<file path="src/rtl/pe_packet_receiver.sv">
// rtl/pe_packet_receiver.sv - NoC receive endpoint: destination filter, type decode, payload FIFO
//
// Purpose: accepts 34-bit NoC packets from a router output port, keeps those addressed to
// MY_ADDR with a non-zero type, and queues {src,type,data} for the attached PE. Counts ifmap
// (type 10) packets and raises frame_done after N_EXPECT of them, back-pressuring the router
// until frame_clr. Counts dropped packets in a saturating drop_cnt.
// Packet layout: [33:30] dest, [29:26] src, [25:24] type, [23:8] reserved, [7:0] data.
//
// Ports:
//   clk, rst              rising-edge clock, synchronous active-high reset
//   in_valid/in_ready     packet handshake from the router, in_pkt carries the packet
//   out_valid/out_ready   FIFO head handshake to the PE; out_data/out_type/out_src describe the head
//   frame_done            N_EXPECT ifmap packets received; held until frame_clr
//   frame_clr             one-cycle pulse clearing frame_done and the ifmap count
//   drop_cnt              saturating count of dropped packets
//
// Build option: define PKT_RSVD_CHECK_EN to drop packets whose reserved bits [23:8] are non-zero.
module pe_packet_receiver #(
  parameter logic [3:0] MY_ADDR  = 4'b1000,
  parameter int         DEPTH    = 4,
  parameter int         N_EXPECT = 3,
  parameter int         CNT_W    = 8
) (
  input  logic             clk,
  input  logic             rst,
  input  logic             in_valid,
  output logic             in_ready,
  input  logic [33:0]      in_pkt,
  output logic             out_valid,
  input  logic             out_ready,
  output logic [7:0]       out_data,
  output logic [1:0]       out_type,
  output logic [3:0]       out_src,
  output logic             frame_done,
  input  logic             frame_clr,
  output logic [CNT_W-1:0] drop_cnt
);
  localparam int PW = (DEPTH > 1) ? $clog2(DEPTH) : 1;
  localparam int IW = $clog2(N_EXPECT + 1);
  localparam logic [PW:0]   FULL_CNT   = (PW + 1)'(DEPTH);
  localparam logic [IW-1:0] LAST_IFM   = IW'(N_EXPECT);
  localparam logic [1:0]    TYPE_IFMAP = 2'b10;

  typedef enum logic [1:0] {IDLE, RECV, DONE} state_t;

  state_t           state_q;
  logic [13:0]      mem_q [DEPTH];
  logic [PW-1:0]    wr_ptr_q, wr_ptr_d;
  logic [PW-1:0]    rd_ptr_q, rd_ptr_d;
  logic [PW:0]      count_q, count_d;
  logic [IW-1:0]    ifm_cnt_q;
  logic [IW-1:0]    ifm_next;
  logic             out_valid_q;
  logic [7:0]       out_data_q;
  logic [1:0]       out_type_q;
  logic [3:0]       out_src_q;
  logic             frame_done_q;
  logic [CNT_W-1:0] drop_cnt_q;

  logic [3:0]  pkt_dest;
  logic [3:0]  pkt_src;
  logic [1:0]  pkt_type;
  logic [7:0]  pkt_data;
  logic        rsvd_bad;
  logic        fifo_full;
  logic        accept;
  logic        keep;
  logic        push;
  logic        drop;
  logic        pop;
  logic        is_ifmap;
  logic        ifm_last;
  logic [13:0] wr_entry;
  logic [13:0] head_d;

  assign pkt_dest = in_pkt[33:30];
  assign pkt_src  = in_pkt[29:26];
  assign pkt_type = in_pkt[25:24];
  assign pkt_data = in_pkt[7:0];

`ifdef PKT_RSVD_CHECK_EN
  assign rsvd_bad = |in_pkt[23:8];
`else
  logic unused_rsvd;
  assign unused_rsvd = ^in_pkt[23:8];
  assign rsvd_bad    = 1'b0;
`endif

  // Dropped packets are consumed through the same ready as kept ones, so a full FIFO
  // stalls everything uniformly.
  assign fifo_full = (count_q == FULL_CNT);
  assign in_ready  = (state_q == RECV) && !fifo_full;
  assign accept    = in_valid && in_ready;
  assign keep      = (pkt_dest == MY_ADDR) && (pkt_type != 2'b00) && !rsvd_bad;
  assign push      = accept && keep;
  assign drop      = accept && !keep;
  assign pop       = out_valid_q && out_ready;
  assign wr_entry  = {pkt_src, pkt_type, pkt_data};
  assign is_ifmap  = push && (pkt_type == TYPE_IFMAP);
  assign ifm_next  = ifm_cnt_q + 1'b1;
  assign ifm_last  = is_ifmap && (ifm_next == LAST_IFM);

  always_comb begin
    wr_ptr_d = push ? wr_ptr_q + 1'b1 : wr_ptr_q;
    rd_ptr_d = pop  ? rd_ptr_q + 1'b1 : rd_ptr_q;
    count_d  = count_q;
    if (push && !pop) begin
      count_d = count_q + 1'b1;
    end else if (!push && pop) begin
      count_d = count_q - 1'b1;
    end
    // The entry being written this cycle becomes the head only when it lands in the
    // slot the read pointer is about to point at (i.e. it is the sole entry).
    if (push && (wr_ptr_q == rd_ptr_d)) begin
      head_d = wr_entry;
    end else begin
      head_d = mem_q[rd_ptr_d];
    end
  end

  // Storage needs no reset: pointers and occupancy are cleared, so old contents are unreachable.
  always_ff @(posedge clk) begin
    if (push) begin
      mem_q[wr_ptr_q] <= wr_entry;
    end
  end

  always_ff @(posedge clk) begin
    if (rst) begin
      state_q      <= IDLE;
      wr_ptr_q     <= '0;
      rd_ptr_q     <= '0;
      count_q      <= '0;
      ifm_cnt_q    <= '0;
      out_valid_q  <= 1'b0;
      out_data_q   <= '0;
      out_type_q   <= '0;
      out_src_q    <= '0;
      frame_done_q <= 1'b0;
      drop_cnt_q   <= '0;
    end else begin
      wr_ptr_q    <= wr_ptr_d;
      rd_ptr_q    <= rd_ptr_d;
      count_q     <= count_d;
      out_valid_q <= (count_d != '0);
      // Head registers only change when there is a head; when empty they keep the last value.
      if (count_d != '0) begin
        {out_src_q, out_type_q, out_data_q} <= head_d;
      end

      if (drop && (drop_cnt_q != '1)) begin
        drop_cnt_q <= drop_cnt_q + 1'b1;
      end

      if (frame_clr) begin
        ifm_cnt_q <= '0;
      end else if (is_ifmap) begin
        ifm_cnt_q <= ifm_next;
      end

      case (state_q)
        IDLE: state_q <= RECV;
        RECV: begin
          // A clear in the same cycle as the final ifmap cancels the frame completion.
          if (ifm_last && !frame_clr) begin
            state_q      <= DONE;
            frame_done_q <= 1'b1;
          end
        end
        DONE: begin
          if (frame_clr) begin
            state_q      <= RECV;
            frame_done_q <= 1'b0;
          end
        end
        default: state_q <= IDLE;
      endcase
    end
  end

  assign out_valid  = out_valid_q;
  assign out_data   = out_data_q;
  assign out_type   = out_type_q;
  assign out_src    = out_src_q;
  assign frame_done = frame_done_q;
  assign drop_cnt   = drop_cnt_q;

endmodule
</file>
<file path="config.mk">
export PLATFORM = sky130hd
export DESIGN_NAME = pe_packet_receiver
export DESIGN_NICKNAME = d
export VERILOG_FILES = /design/src/rtl/pe_packet_receiver.sv
export SDC_FILE = /design/constraint.sdc
export NUM_CORES = 1
export LEC_CHECK = 0
export BUFFER_PORTS_ARGS = -buffer_cell sky130_fd_sc_hd__buf_2
export CORE_MARGIN = 1
export CORE_UTILIZATION = 33
export DETAILED_ROUTE_END_ITERATION = 10
export PLACE_DENSITY_LB_ADDON = 0.3
export SLEW_MARGIN = 20
export SYNTH_ARGS = -nofsm -noshare
export SYNTH_HDL_FRONTEND = slang
export SYNTH_SLANG_ARGS = --single-unit
</file>
<file path="constraint.sdc">
create_clock -name clk -period 3.3 [get_ports clk]
set_clock_uncertainty 0.2 [all_clocks]
set_input_delay 0.165 -clock clk [delete_from_list [all_inputs] [get_ports clk]]
set_output_delay 0.165 -clock clk [all_outputs]
set_load 0.01 [all_outputs]
</file>
======== Yosys cells after proc, flatten, opt, wreduce, memory -nomap -nowiden ========
Memories as Yosys holds them, arrays and structs flattened. A register that Yosys moved wholly into a read port is not among the register bits.
Index checks and enable logic that the tools add are counted.
operators by class
  add/subtract/negate cells ............... 6
  $lt $le $gt $ge ......................... 0
  multiply operators ...................... 0
  bitwise gates (word level) .............. 0
  reductions and logical operators ........ 24
  shifts and indexed selects .............. 0
  div/mod/pow operators ................... 0
  mux-type cells .......................... 11
  equal/unequal tests ..................... 9
operators by type and width
  cell                                                                    count
  1-bit logical AND                                                       12
  8-bit by 1-bit adder with 8-bit output (second input constant)          1
  8-bit != test (second input constant)                                   1
  2-bit by 1-bit adder with 2-bit output (second input constant)          3
  2-bit equality test (second input constant)                             3
  2-bit 2-to-1 mux                                                        3
  3-bit 2-to-1 mux                                                        2
  2-bit one-hot mux with 3 select lines                                   1
  1-bit zero test                                                         5
  4-bit equality test (second input constant)                             1
  1-bit 2-to-1 mux                                                        4
  2-bit nonzero test                                                      2
  3-bit by 1-bit adder with 3-bit output (second input constant)          1
  3-bit equality test (second input constant)                             1
  3-bit AND reduction                                                     1
  3-bit nonzero test                                                      1
  3-bit by 1-bit subtractor with 3-bit output (second input constant)     1
  2-bit by 1-bit equality test with 1-bit output (second input constant)  1
  2-bit zero test                                                         1
  2-bit by 1-bit != test with 1-bit output (second input constant)        1
  2-bit != test (second input constant)                                   1
  1-bit one-hot mux with 2 select lines                                   1
  2-bit AND reduction                                                     1
  2-bit OR reduction                                                      1
word-level totals
  memories kept ........................... 1
  output and inout bits ................... 25
  RAM bits ................................ 56
  flip-flop bits (word level) ............. 21
  bits of input ports ..................... 39
  bits in latches ......................... 0
  memory bits (read-only) ................. 0
  word-level logic and storage cells ...... 59
memory list
  memory  depth  width  read ports  clocked after Yosys merged registers in  write ports  RTL line  RTL
  mem_q   4      14     1           1                                        1            47        logic [13:0] mem_q [DEPTH];

======== Longest topological paths before layout ========
Gate-level depths: netlist of the first run.
  depth in word-level cells ............... 10
  gate-level depth with buffers ........... 10

======== Worst setup path after synthesis of the first run ========
OpenSTA, ideal clock, no wires.
  path kind ............................... register to register
  start ................................... reg count_q[0]
  end ..................................... reg out_data_q[0] (netlist: out_data[0]), read port of mem_q
  buffers on the path ..................... 2
  data required time ...................... 2.960 ns
  arrival time ............................ 2.080 ns
  stages on the path, launching flop included .. 11
  path slack .............................. 0.880 ns
  cells stage by stage .................... dfxtp_1 > inv_1 > ha_1 > nand2_1 > and3_1 > a21oi_2 > or4_1 > buf_2 > buf_2 > a211oi_1 > a211oi_2
between the ends
  word-level cells in the longest chain between the ends .. 10
  elaborated cells between the ends (all ways) .. 13
  those cells by class .................... 2 x add/sub; 1 x eq/ne; 2 x mux; 8 x reduce/logical
RTL lines
  element                 RTL line  RTL
  start, declared         50        logic [PW:0] count_q, count_d;
  start signal, assigned  144       count_q <= count_d;
  3-bit equality test     91        assign fifo_full = (count_q == FULL_CNT);
  1-bit zero test         92        assign in_ready = (state_q == RECV) && !fifo_full;
  1-bit logical AND       92
  1-bit logical AND       93        assign accept = in_valid && in_ready;
  1-bit logical AND       95        assign push = accept && keep;
  1-bit zero test         109       end else if (!push && pop) begin
  1-bit logical AND       109
  3-bit 2-to-1 mux        109
  3-bit 2-to-1 mux *      107       if (push && !pop) begin
  3-bit nonzero test *    147       if (count_d != '0) begin
  end, declared           54        logic [7:0] out_data_q;
Every way passes the cells marked *; elsewhere a longest branch is shown, timed or not.
A chain may end at the register's enable or synchronous reset.

======== Final worst setup path of the first run ========
  start ................................... reg count_q[0]
  end ..................................... reg out_data_q[6] (netlist: out_data[6]), read port of mem_q
Same word-level chain as after synthesis.

==> summary.md, run 1 <==
| Metric | Value |
|---|---|
| Fraction of layout cells with a size suffix above 1 | `around 30%` |
| CP required | `around 3.3 ns` |
| Crit share post-route | `between 80 and 90%` |
| Filler Cell Count | `1055` |
| Combinational power share | `slightly below 30%` |
| Worst R2R Path Depth | `9` |
| Initial antenna violation count | `0` |
| Die X | `about 110 um` |
| Final instance area | `around 4800 um^2` |
| Arrival @ worst endpoint | `between 2 and 3 ns` |
| Top Ports | `64` |
| Post-synth cell types | `between 40 and 50` |
| Failing checks | `DRC` |
| Status | `finished with violations` |
| Leakage power | `0.00173 uW` |
| Sequential Power Share | `between 40% and 50%` |
| Die area | `between 10000 and 15000 um^2` |
| First-pass GRT wire length | `roughly 13000 um` |
| Routed wire length | `8030 um` |
| Util after Layout | `a little over two fifths` |
| Largest buffer count on any clock path | `2` |
| Synth warn | `0` |
| Seq cells post-synth | `91` |
| Post-synth EDFFs | `56` |
| CTS clk-pin slew, worst paths | `0.06 ns` |
| Drt wl/cell | `approximately 16 um` |
| Mapped Nets | `between 300 and 400` |
| Hold Vio Cnt, Final | `0` |
| Hold-fix buffers at CTS | `15` |
| Clock sink count | `slightly above 90` |
| Vias in the first global route | `about 2500` |
| Setup tns final | `0 ns` |
| Synth top cells by count | `edfxtp_1, dfxtp_1, a211oi_1` |
| Die Y | `112 um` |
| Max Fclk | `roughly 0.35 GHz` |
| Port Buf Inserts | `47` |
| RSZ-0062 raised after global routing | `false` |
| Synth area leaders | `edfxtp_1, dfxtp_1, mux4_2` |
| Most numerous cell in the Yosys netlist | `edfxtp_1` |
| Total number of vias | `~2500` |
| Worst VDD drop | `between 0.2 and 0.25 mV` |
| Routability congestion estimate | `0.719` |
| Top FF cell, synth | `edfxtp_1` |
| Core area | `11600 um^2` |
| # Max-Cap Violations | `0` |
| CP max FO | `9` |
| Synth area leader | `edfxtp_1` |
| Register area share after synthesis | `between 60 and 70%` |
| Post CTS Setup Buffer Count | `0` |
| Min Clock Period, post-route | `2.85 ns` |
| # diodes | `0` |
| CTS Buf Count | `9` |
| Largest net degree at the start of global routing | `36` |
| Post-CTS sizing | `0` |
| Area Growth Syn to Fin | `21.7%` |
| Nets | `389` |
| Power Internal | `2320 uW` |
| Max-slew headroom | `44.4%` |
| Hold Crit Depth | `2` |
| Syn Area/Cell | `between 10 and 15 um^2` |
| Worst reg-to-reg setup slack | `between 0.4 and 0.5 ns` |
| Min-delay worst type | `in -> reg` |
| Via density | `roughly 5` |
| Crit path launch type | `flip-flop` |
| Async S/R FF share, synth | `0%` |
| Clock Tree Root | `clkbuf_16` |
| Sw Ratio | `between 30% and 40%` |
| Grt ovf | `0` |
| Post-synth top area share | `42.4%` |
| Drt first pass iters | `9` |
| H-Tree Level Count | `3` |
| Post-synthesis cell count | `270` |
| Final Hold Slack | `~0.22 ns` |
| DRT iter0 DRCs | `120` |
| Fin. max-slew vios | `0` |
| Placed wire-length estimate | `~5200 um` |
| DRT antenna net count | `0` |
| # rows | `39` |
| Drt drc | `5` |
| Worst setup path category | `reg -> reg` |
| Cell Area, Synth | `around 4000 um^2` |
| Skew-Pair Late Insertion Delay | `0.33 ns` |
| Slew @ Worst Pin | `about 0.83 ns` |
| Crit. End Element | `flip-flop` |
| CTS tree | `done` |
| Initial Util | `between 30 and 40%` |
| Placement Cell Area | `4400 um^2` |
| Clock power share | `28.5%` |
| Setup Viol. Count Final | `0` |
| GRT Total Usage | `between 10% and 20%` |
| NetSw | `about 1000 uW` |
| P per Cell Area | `around 690 nW/um^2` |
cell type report:
type                            count  area [um^2]  share of cell area [%]
Timing Repair Buffer               73          480                    9.95
Clock buffer                       11          243                    5.03
Sequential cell                    91         2380                    49.4
Inverter                            8         30.0                   0.622
Tap cell                          143          179                    3.71
Multi-Input combinational cell    158         1480                    30.6
Clock inverter                      5         35.0                   0.726
cells in the final DEF, fill, tap and decap left out, drive strengths merged, types with 6 or more instances in the layout:
cell,instances
xor2,6
xnor2,8
and3,9
nand2,12
ha,9
edfxtp,56
a211oi,31
dfxtp,35
mux4,14
dlygate4sd3,15
mux2i,15
inv,10
nor2,15
clkbuf,11
buf,58
stage by stage:
step	setup slack (ns)	power, uW	std cells
3_5_place_dp	0.463	2410	458
2_1_floorplan	0.880	2150	270
6_report	0.448	3340	489
5_1_grt	0.249	3520	489
4_1_cts	0.460	3380	489
3_3_place_gp	0.529	2390	458
state kept, by name, summed over array words and instances (netlist names):
register / cells
wr_ptr_q: 2
frame_done: 1
rd_ptr_q: 2
mem_q: 56
out_type: 2
out_valid: 1
state_q: 2
ifm_cnt_q: 2
out_src: 4
out_data: 8
count_q: 3
drop_cnt: 8
path summary, 6_finish.rpt:
check,startpoint,to
min,rst,drop_cnt[7]
max,count_q[0],out_data[6]
min reg2reg,state_q[1],state_q[1]
max reg2reg,count_q[0],out_data[6]
power groups by stage:
| stage | clock network [uW] | registers (uW) | logic, uW |
|---|---|---|---|
| after global routing | 1020 | 1420 | 1080 |
| after floorplan | 0 | 1460 | 695 |
| after CTS | 974 | 1410 | 999 |
| after detailed placement | 0 | 1430 | 980 |
| final | 950 | 1400 | 986 |
| after global placement | 0 | 1420 | 968 |
kinds of logic after synthesis:
family / after synthesis / share of synthesized area, %
mux: 29 / 11.7
fa+ha+maj: 9 / 2.84
buf+inv: 21 / 2.71
compound gates: 47 / 10.5
simple gates: 59 / 8.42
xor+xnor: 14 / 3.75
flops: 91 / 60.0
layer usage:
metal	share of wire [%]	track usage, %	up-vias	wire [um]
met5	0	0	-	0
met4	1.8	6.40	0	147
met2	50	23.5	55	3980
met3	4.1	2.40	13	329
li1	-	-	1187	-
met1	44	16.7	1233	3570
critical path: stages, from the launching register on:
cell and delay [ns]:
dfxtp_1 0.41, inv_1 0.09, ha_1 0.20, nand2_1 0.09
and3_1 0.28, a21oi_2 0.10, or4_1 0.72, buf_4 0.28
a211oi_1 0.28, a211oi_2 0.07
(Power assumes the default switching activity.)
==> run 2: changes to the inputs <==
--- a/config.mk
+++ b/config.mk
@@ -5,6 +5,7 @@
 export SDC_FILE = /design/constraint.sdc
 export NUM_CORES = 1
 export LEC_CHECK = 0
+export ABC_AREA = 1
 export BUFFER_PORTS_ARGS = -buffer_cell sky130_fd_sc_hd__buf_2
 export CORE_MARGIN = 1
 export CORE_UTILIZATION = 33
==> run 2 against run 1 <==
Die area grew 8.7%. The flow now finishes without violations. Critical path type unchanged. Sequential cell count unchanged. Highest routed layer unchanged. Clock power rose by 25%. Final cell count increased by 52%. Combinational power rose by 25%. Routed wire length is 23% higher. Register-to-register slack improved by 0.30 ns. Sequential share of layout area is 3.6 points lower. Critical endpoint is now out_type[0]. Setup slack improved by 0.30 ns. Count of clock-buffer cells in the layout decreased by 1. Total power increased by 13%.
==> summary.md, run 2 <==
| Metric | Value |
|---|---|
| Synth top cells by count | `nand2_1, edfxtp_1, inv_1` |
| Proportion of synthesized area in mux cells | `0% (-12 points)` |
| CTS Buf Count | `9 (unchanged)` |
| Seq cells post-synth | `91 (unchanged)` |
| Mapped Nets | `553 (+74%)` |
| DP Cell Count | `713 (+56%)` |
| DRT iter0 DRCs | `128 (+6.7%)` |
| Leakage power | `0.00234 uW (+35%)` |
| Status | `finished clean` |
| Worst reg-to-reg setup slack | `0.74 ns (+0.30 ns)` |
| Reg with most FFs | `mem_q` |
| Arrival @ worst endpoint | `2.58 ns (-0.26 ns)` |
| Dominant combinational cell family by area after synthesis | `simple AND/OR/NAND/NOR gates` |
| # Max-Cap Violations | `0 (unchanged)` |
| Routability congestion estimate | `0.749 (+4.2%)` |
| Critical path cell sequence | `inv_1 > ha_1 > nand2_1 > nand3_1 > nor2_1 > nand2_2 > nand3_1 > nand2_1 > nand2_1 > nand2_1 > inv_2 > nand3_1 > nand2_1 > nor2_1` |
| Placed wire-length estimate | `6210 um (+20%)` |
| Number of flip-flops in the largest register | `56 (unchanged)` |
| First-pass GRT wire length | `15900 um (+24%)` |
| Total number of vias | `3358 (+35%)` |
| Initial Util | `34.1% (-0.21 points)` |
| Slew @ Worst Pin | `0.747 ns (-0.0866 ns)` |
| Post-synthesis cell count | `505 (+87%)` |
| Synth area leader | `edfxtp_1` |
| Async S/R FF share, synth | `0% (unchanged)` |
| Port Buf Inserts | `47 (unchanged)` |
| Die Y | `116 um (+4.3%)` |
| Final Hold Slack | `0.142 ns (-0.0752 ns)` |
| Crit path launch type | `flip-flop` |
| Fin. max-slew vios | `0 (unchanged)` |
| Worst setup path category | `reg -> reg` |
| Setup tns final | `0 ns (unchanged)` |
| CP Depth | `14 (+5)` |
| Min-delay worst type | `in -> reg` |
| Syn Area/Cell | `8.56 um^2 (-42%)` |
| Post-CTS sizing | `0 (unchanged)` |
| Placement Cell Area | `4700 um^2 (+6.8%)` |
| Setup Viol. Count Final | `0 (unchanged)` |
| CTS tree | `done` |
| Initial antenna violation count | `0 (unchanged)` |
| Largest net degree at the start of global routing | `31 (-14%)` |
| Vias in the first global route | `3260 (+31%)` |
| RSZ-0062 raised after global routing | `false` |
| Synth Area in XOR/XNOR | `0.956% (-2.8 points)` |
| Max-slew headroom | `50.2% (+5.7 points)` |
| Top FF cell, synth | `edfxtp_1` |
| Post-synth top area share | `38.9% (-3.5 points)` |
| Die area | `13600 um^2 (+8.7%)` |
| Nets | `616 (+58%)` |
| # rows | `41 (+5.1%)` |
| Critical path's top delay family | `simple AND/OR/NAND/NOR gates` |
| P per Cell Area | `726 nW/um^2 (+5.0%)` |
| Skew-Pair Late Insertion Delay | `0.33 ns (about the same)` |
| Grt ovf | `0 (unchanged)` |
| Area Growth Syn to Fin | `20.6%` |
| Top Layer Used | `met4` |
| Synth area leaders | `edfxtp_1, nand2_1, dfxtp_1` |
| CP required | `3.33 ns (+0.04 ns)` |
| Register area share after synthesis | `55.1% (-4.9 points)` |
| H-Tree Level Count | `3 (unchanged)` |
| # diodes | `0 (unchanged)` |
| CTS clk-pin slew, worst paths | `0.06 ns (about the same)` |
| Hold Vio Cnt, Final | `0 (unchanged)` |
| Crit. End Element | `flip-flop` |
| Synth warn | `0 (unchanged)` |
| Final instance area | `5210 um^2 (+7.9%)` |
| Worst R2R Path Depth | `14 (+5)` |
| Metal-1 WL | `4450 um (+25%)` |
| Die X | `116 um (+4.3%)` |
| Post-Layout Cell Count | `745 (+52%)` |
| Clock Tree Root | `clkbuf_16` |
| Filler Cell Count | `1254 (+19%)` |
| Hold Crit Depth | `5 (+3)` |
| Fraction of layout cells with a size suffix above 1 | `17.8% (-13 points)` |
| Top Ports | `64 (unchanged)` |
| Drt wl/cell | `13.2 um (-19%)` |
| Routed wire length | `9870 um (+23%)` |
| Drt first pass iters | `5 (-4)` |
| Crit-path most repeated cell | `nand2_1` |
| Max Fclk | `0.391 GHz (+12%)` |
| CP max stage delay | `0.46 ns (-0.26 ns)` |
| Clock sink count | `91 (unchanged)` |
| Cell Area, Synth | `4320 um^2 (+8.9%)` |
| GRT Total Usage | `15.6% (+1.9 points)` |
| Met3 wire length | `546 um (+66%)` |
| Post-synth cell types | `30 (-33%)` |
| CP max FO | `30 (+21)` |
| Via density | `4.51 (-11%)` |
| Slowest-stage cell, CP | `inv_2` |
| Core area | `12700 um^2 (+9.6%)` |
| Drt drc | `0 (-5)` |
| Min Clock Period, post-route | `2.56 ns (-0.296 ns)` |
| Largest buffer count on any clock path | `2 (unchanged)` |
| Crit share post-route | `77.5% (-9.0 points)` |
| Met2 wire length | `4700 um (+18%)` |
| DRT antenna net count | `0 (unchanged)` |
| Most numerous cell in the Yosys netlist | `nand2_1` |
| Synth Area in Compound Gates | `5.42% (-5.1 points)` |
| Simple-gate area share of the yosys netlist | `28.1% (+20 points)` |
| Most frequent cells in the layout | `nand2_1, edfxtp_1, buf_2` |
| Crit path buffers/inverters | `2 (unchanged)` |
| Post-Synth Adder-Cell Area | `2.61% (-0.23 points)` |
| Post-synth EDFFs | `56 (unchanged)` |
| Most common cell after layout, fill and taps aside | `nand2_1` |
| Worst VDD drop | `0.317 mV (+30%)` |
## run 2: cell count changes in the layout (fill, tap and decap cells not counted), moves of 15 or more
cell and delta:
nand3_1 +38, nor2_1 +16, a211oi_1 -21, a21oi_1 +17, mux2i_1 -15, inv_1 +37
nand2_1 +187
## run 2: routing by layer
layer / vias up / global-route usage [%]
met5: - / 0
met4: 0 / 5.90
met3: 13 / 2.70
met2: 82 / 26.6
met1: 1523 / 19.7
li1: 1740 / -
## run 2: layout make-up
cell class,count,area [um^2],share of cell area [%]
timing repair buffer,73,470,9.03
tap,172,215,4.13
sequential,91,2380,45.7
clock inverter,6,111,2.14
multi-input combinational,343,1600,30.7
clock buffer,10,239,4.59
inverter,50,190,3.65
## run 2: where the power goes
| group | leakage (uW) | switching [uW] | total (uW) | internal, uW |
|---|---|---|---|---|
| combinational | 0.00138 | 808 | 1230 | 425 |
| clock | 0.000169 | 429 | 1190 | 762 |
| sequential | 0.000791 | 55.1 | 1360 | 1300 |
## run 2: path summary, 6_finish.rpt
kind,startpoint,end
min reg2reg,frame_done,frame_done
max,count_q[0],out_type[0]
max reg2reg,count_q[0],out_type[0]
min,out_ready,count_q[1]
## run 2: logic make-up after synthesis
kind of cell	after synthesis
AO/OA/AOI/OAI	38
XOR/XNOR	3
adder cells (fa/ha/maj)	9
buffers and inverters	71
flip-flops	91
AND/OR/NAND/NOR	293
## run 2: stage by stage
stage	util (%)	setup WS [ns]	power [uW]
after floorplan	-	1.02	2380
after global placement	37.1	0.828	2580
after detailed placement	37.1	0.721	2610
after CTS	41.1	0.708	3830
after global routing	41.1	0.427	4040
final	41.1	0.744	3780
## run 2: worst min-delay path: stages
cell	delay, ns
buf_2	0.12
nand2_4	0.09
nand2_2	0.08
nand3_1	0.10
a21oi_1	0.07
## run 2: what timing repair did
item / CTS / global route
buffers inserted: 0 / 0
endpoints found under the hold margin: 64 / 0
hold buffers: 16 / 0
==> run 3: changes to the inputs <==
==> constraint.sdc (replaced) <==
create_clock -name clk -period 2.5 [get_ports clk]
set_clock_uncertainty 0.2 [all_clocks]
set_input_delay 0.125 -clock clk [delete_from_list [all_inputs] [get_ports clk]]
set_output_delay 0.125 -clock clk [all_outputs]
set_load 0.01 [all_outputs]
==> run 3 against run 2 <==
Setup slack worse by 0.53 ns. Sequential share of layout area shrank 0.57 points. Count of clock-buffer cells in the layout down 1. Worst hold slack lost 0.067 ns. Largest cell class unchanged. Routed wire length shrank 2.4%. Design area is 1.3% higher. Combinational power up 45%. Sequential power grew 32%. Non-clock buffer count is 8 higher. Core utilization rose by 0.52 points. First-iteration DRC count up 6.3%. Sequential cell count unchanged.
==> summary.md, run 3 (synthesis gave the netlist of run 2 again) <==
| Metric | Value |
|---|---|
| Met3 Resource Use GR | `2.44% (-0.26 points)` |
| Die Y | `116 um (unchanged)` |
| Min-delay worst type | `in -> reg` |
| NetSw | `1760 uW (+36%)` |
| Setup Viol. Count Final | `0 (unchanged)` |
| Routed wire length | `9630 um (-2.4%)` |
| Skew-Pair Late Insertion Delay | `0.34 ns (about the same)` |
| First-pass GRT wire length | `15900 um (-0.35%)` |
| Reg with most FFs | `mem_q` |
| Initial antenna violation count | `0 (unchanged)` |
| Drt drc | `0 (unchanged)` |
| Most common cell after layout, fill and taps aside | `nand2_1` |
| GRT Total Usage | `15.5% (-0.096 points)` |
| Total number of vias | `3374 (+0.48%)` |
| CP required | `2.54 ns (-0.79 ns)` |
| Top Ports | `64 (unchanged)` |
| Port Buf Inserts | `47 (unchanged)` |
| H-Tree Level Count | `3 (unchanged)` |
| Die area | `13600 um^2 (unchanged)` |
| Drt wl/cell | `12.8 um (-3.5%)` |
| Fin. max-slew vios | `0 (unchanged)` |
| CTS clk-pin slew, worst paths | `0.07 ns (about the same)` |
| Met1 Use GR | `21.3% (+1.6 points)` |
| Util after Layout | `41.6% (+0.52 points)` |
| Largest net degree at the start of global routing | `22 (-29%)` |
| Via density | `4.48 (-0.59%)` |
| Sequential Power Share | `35.5% (-0.4 points)` |
| Crit-path most repeated cell | `nand2_1` |
| Core area | `12700 um^2 (unchanged)` |
| Grt ovf | `0 (unchanged)` |
| Worst setup path category | `reg -> reg` |
| Total power | `5050 uW (+34%)` |
| Crit path buffers/inverters | `2 (unchanged)` |
| Critical path's top delay family | `simple AND/OR/NAND/NOR gates` |
| # Max-Cap Violations | `0 (unchanged)` |
| Largest buffer count on any clock path | `2 (unchanged)` |
| DRT iter0 DRCs | `136 (+6.3%)` |
| Sw Ratio | `34.9% (+0.74 points)` |
| GRT busiest layer | `met2` |
| Area Growth Syn to Fin | `22.1%` |
| Leakage power | `0.00239 uW (+2.1%)` |
| Crit path launch type | `flip-flop` |
| Slew @ Worst Pin | `0.686 ns (-0.0608 ns)` |
| Initial Util | `34.1% (unchanged)` |
| CTS tree | `done` |
| # diodes | `0 (unchanged)` |
| Die X | `116 um (unchanged)` |
| Max Fclk | `0.438 GHz (+12%)` |
| Vias in the first global route | `3143 (-3.6%)` |
| Min Clock Period, post-route | `2.28 ns (-0.273 ns)` |
| Met2 Resource Use GR | `24.5% (-2.1 points)` |
| Crit. End Element | `flip-flop` |
| P per Cell Area | `957 nW/um^2 (+32%)` |
| Arrival @ worst endpoint | `2.32 ns (-0.26 ns)` |
| Status | `finished clean` |
| Drt first pass iters | `4 (-1)` |
| # rows | `41 (unchanged)` |
| Number of flip-flops in the largest register | `56 (unchanged)` |
| Max-slew headroom | `54.2% (+4.1 points)` |
| DRT antenna net count | `0 (unchanged)` |
| Clock sink count | `91 (unchanged)` |
| Hold Vio Cnt, Final | `0 (unchanged)` |
| Clock power share | `29.2% (-2.3 points)` |
| CP max stage delay | `0.36 ns (-0.10 ns)` |
| Fraction of layout cells with a size suffix above 1 | `18.9% (+1.1 points)` |
| Clock Tree Root | `clkbuf_16` |
| Nets | `624 (+1.3%)` |
| Post CTS Setup Buffer Count | `0 (unchanged)` |
| Slowest-stage cell, CP | `dfxtp_1` |
| Routability congestion estimate | `0.731 (-2.4%)` |
| CP max FO | `21 (-30%)` |
| CTS Buf Count | `9 (unchanged)` |
| Worst VDD drop | `0.490 mV (+55%)` |
| Placed wire-length estimate | `6480 um (+4.3%)` |
| Combinational power share | `35.3% (+2.7 points)` |
| Crit share post-route | `91.3% (+14 points)` |
| Critical path cell sequence | `inv_1 > ha_1 > nand2_1 > nand3_1 > nor2_2 > nand2_4 > nand2_2 > nand2_1 > nand2_1 > nand2_2 > nor2_4 > buf_12 > nand3_1 > nand2_1 > nor2_1` |
| Power Internal | `3290 uW (+32%)` |
| Most frequent cells in the layout | `nand2_1, edfxtp_1, buf_2` |
-- run 3: power by group through the flow --
stage | registers, uW | logic (uW) | clock network (uW)
2_1_floorplan | 1860 | 1270 | 0
3_3_place_gp | 1820 | 1750 | 0
3_5_place_dp | 1830 | 1770 | 0
4_1_cts | 1790 | 1800 | 1500
5_1_grt | 1810 | 2020 | 1560
6_report | 1790 | 1780 | 1470
-- run 3: cell type report --
class,instances,area (um^2)
timing repair buffer,81,556
clock buffer,9,225
tap,172,215
clock inverter,7,98.8
sequential,91,2380
fill,1275,7390
multi-input combinational,343,1610
inverter,50,190
-- run 3: metrics by stage --
step / hold WS [ns] / setup slack (ns) / setup TNS (ns) / std cells / area, um^2
CTS: 0.0821 / 0.183 / 0 / 753 / 5270
floorplan: 0.00115 / 0.215 / 0 / 505 / 4320
global placement: 0.166 / 0.214 / 0 / 721 / 4780
finish: 0.0753 / 0.217 / 0 / 753 / 5280
detailed placement: 0.173 / 0.201 / 0 / 721 / 4780
global route: 0.0955 / -0.0117 / -0.0256 / 753 / 5280
-- run 3: final timing paths --
path               from     endpoint  slack [ns]  cells after the start
max          count_q[0]  out_data[7]        0.22                     15
min            in_valid  wr_ptr_q[0]        0.08                      5
max reg2reg  count_q[0]  out_data[7]        0.22                     15
min reg2reg  frame_done   frame_done        0.27                      2
-- run 3: worst reg2reg max path, delay by kind of cell, from the launching register on --
kind	cells	cell delay [ns]
buffers and inverters	2	0.25
adders and majority gates	1	0.20
DFF	1	0.36
and+or+nand+nor	12	1.17
-- run 3: what timing repair did --
action                                  in CTS  in global routing
hold buffers                                16                  0
endpoints found under the setup margin       0                  9
endpoints found under the hold margin       70                  0
resized for setup                            0                  2
-- run 3: metal layers --
metal  share of wire [%]  vias to the layer above
met4                 1.5                        0
li1                    -                     1754
met5                   0                        -
met2                  46                       58
met1                  49                     1551
met3                 3.5                       11
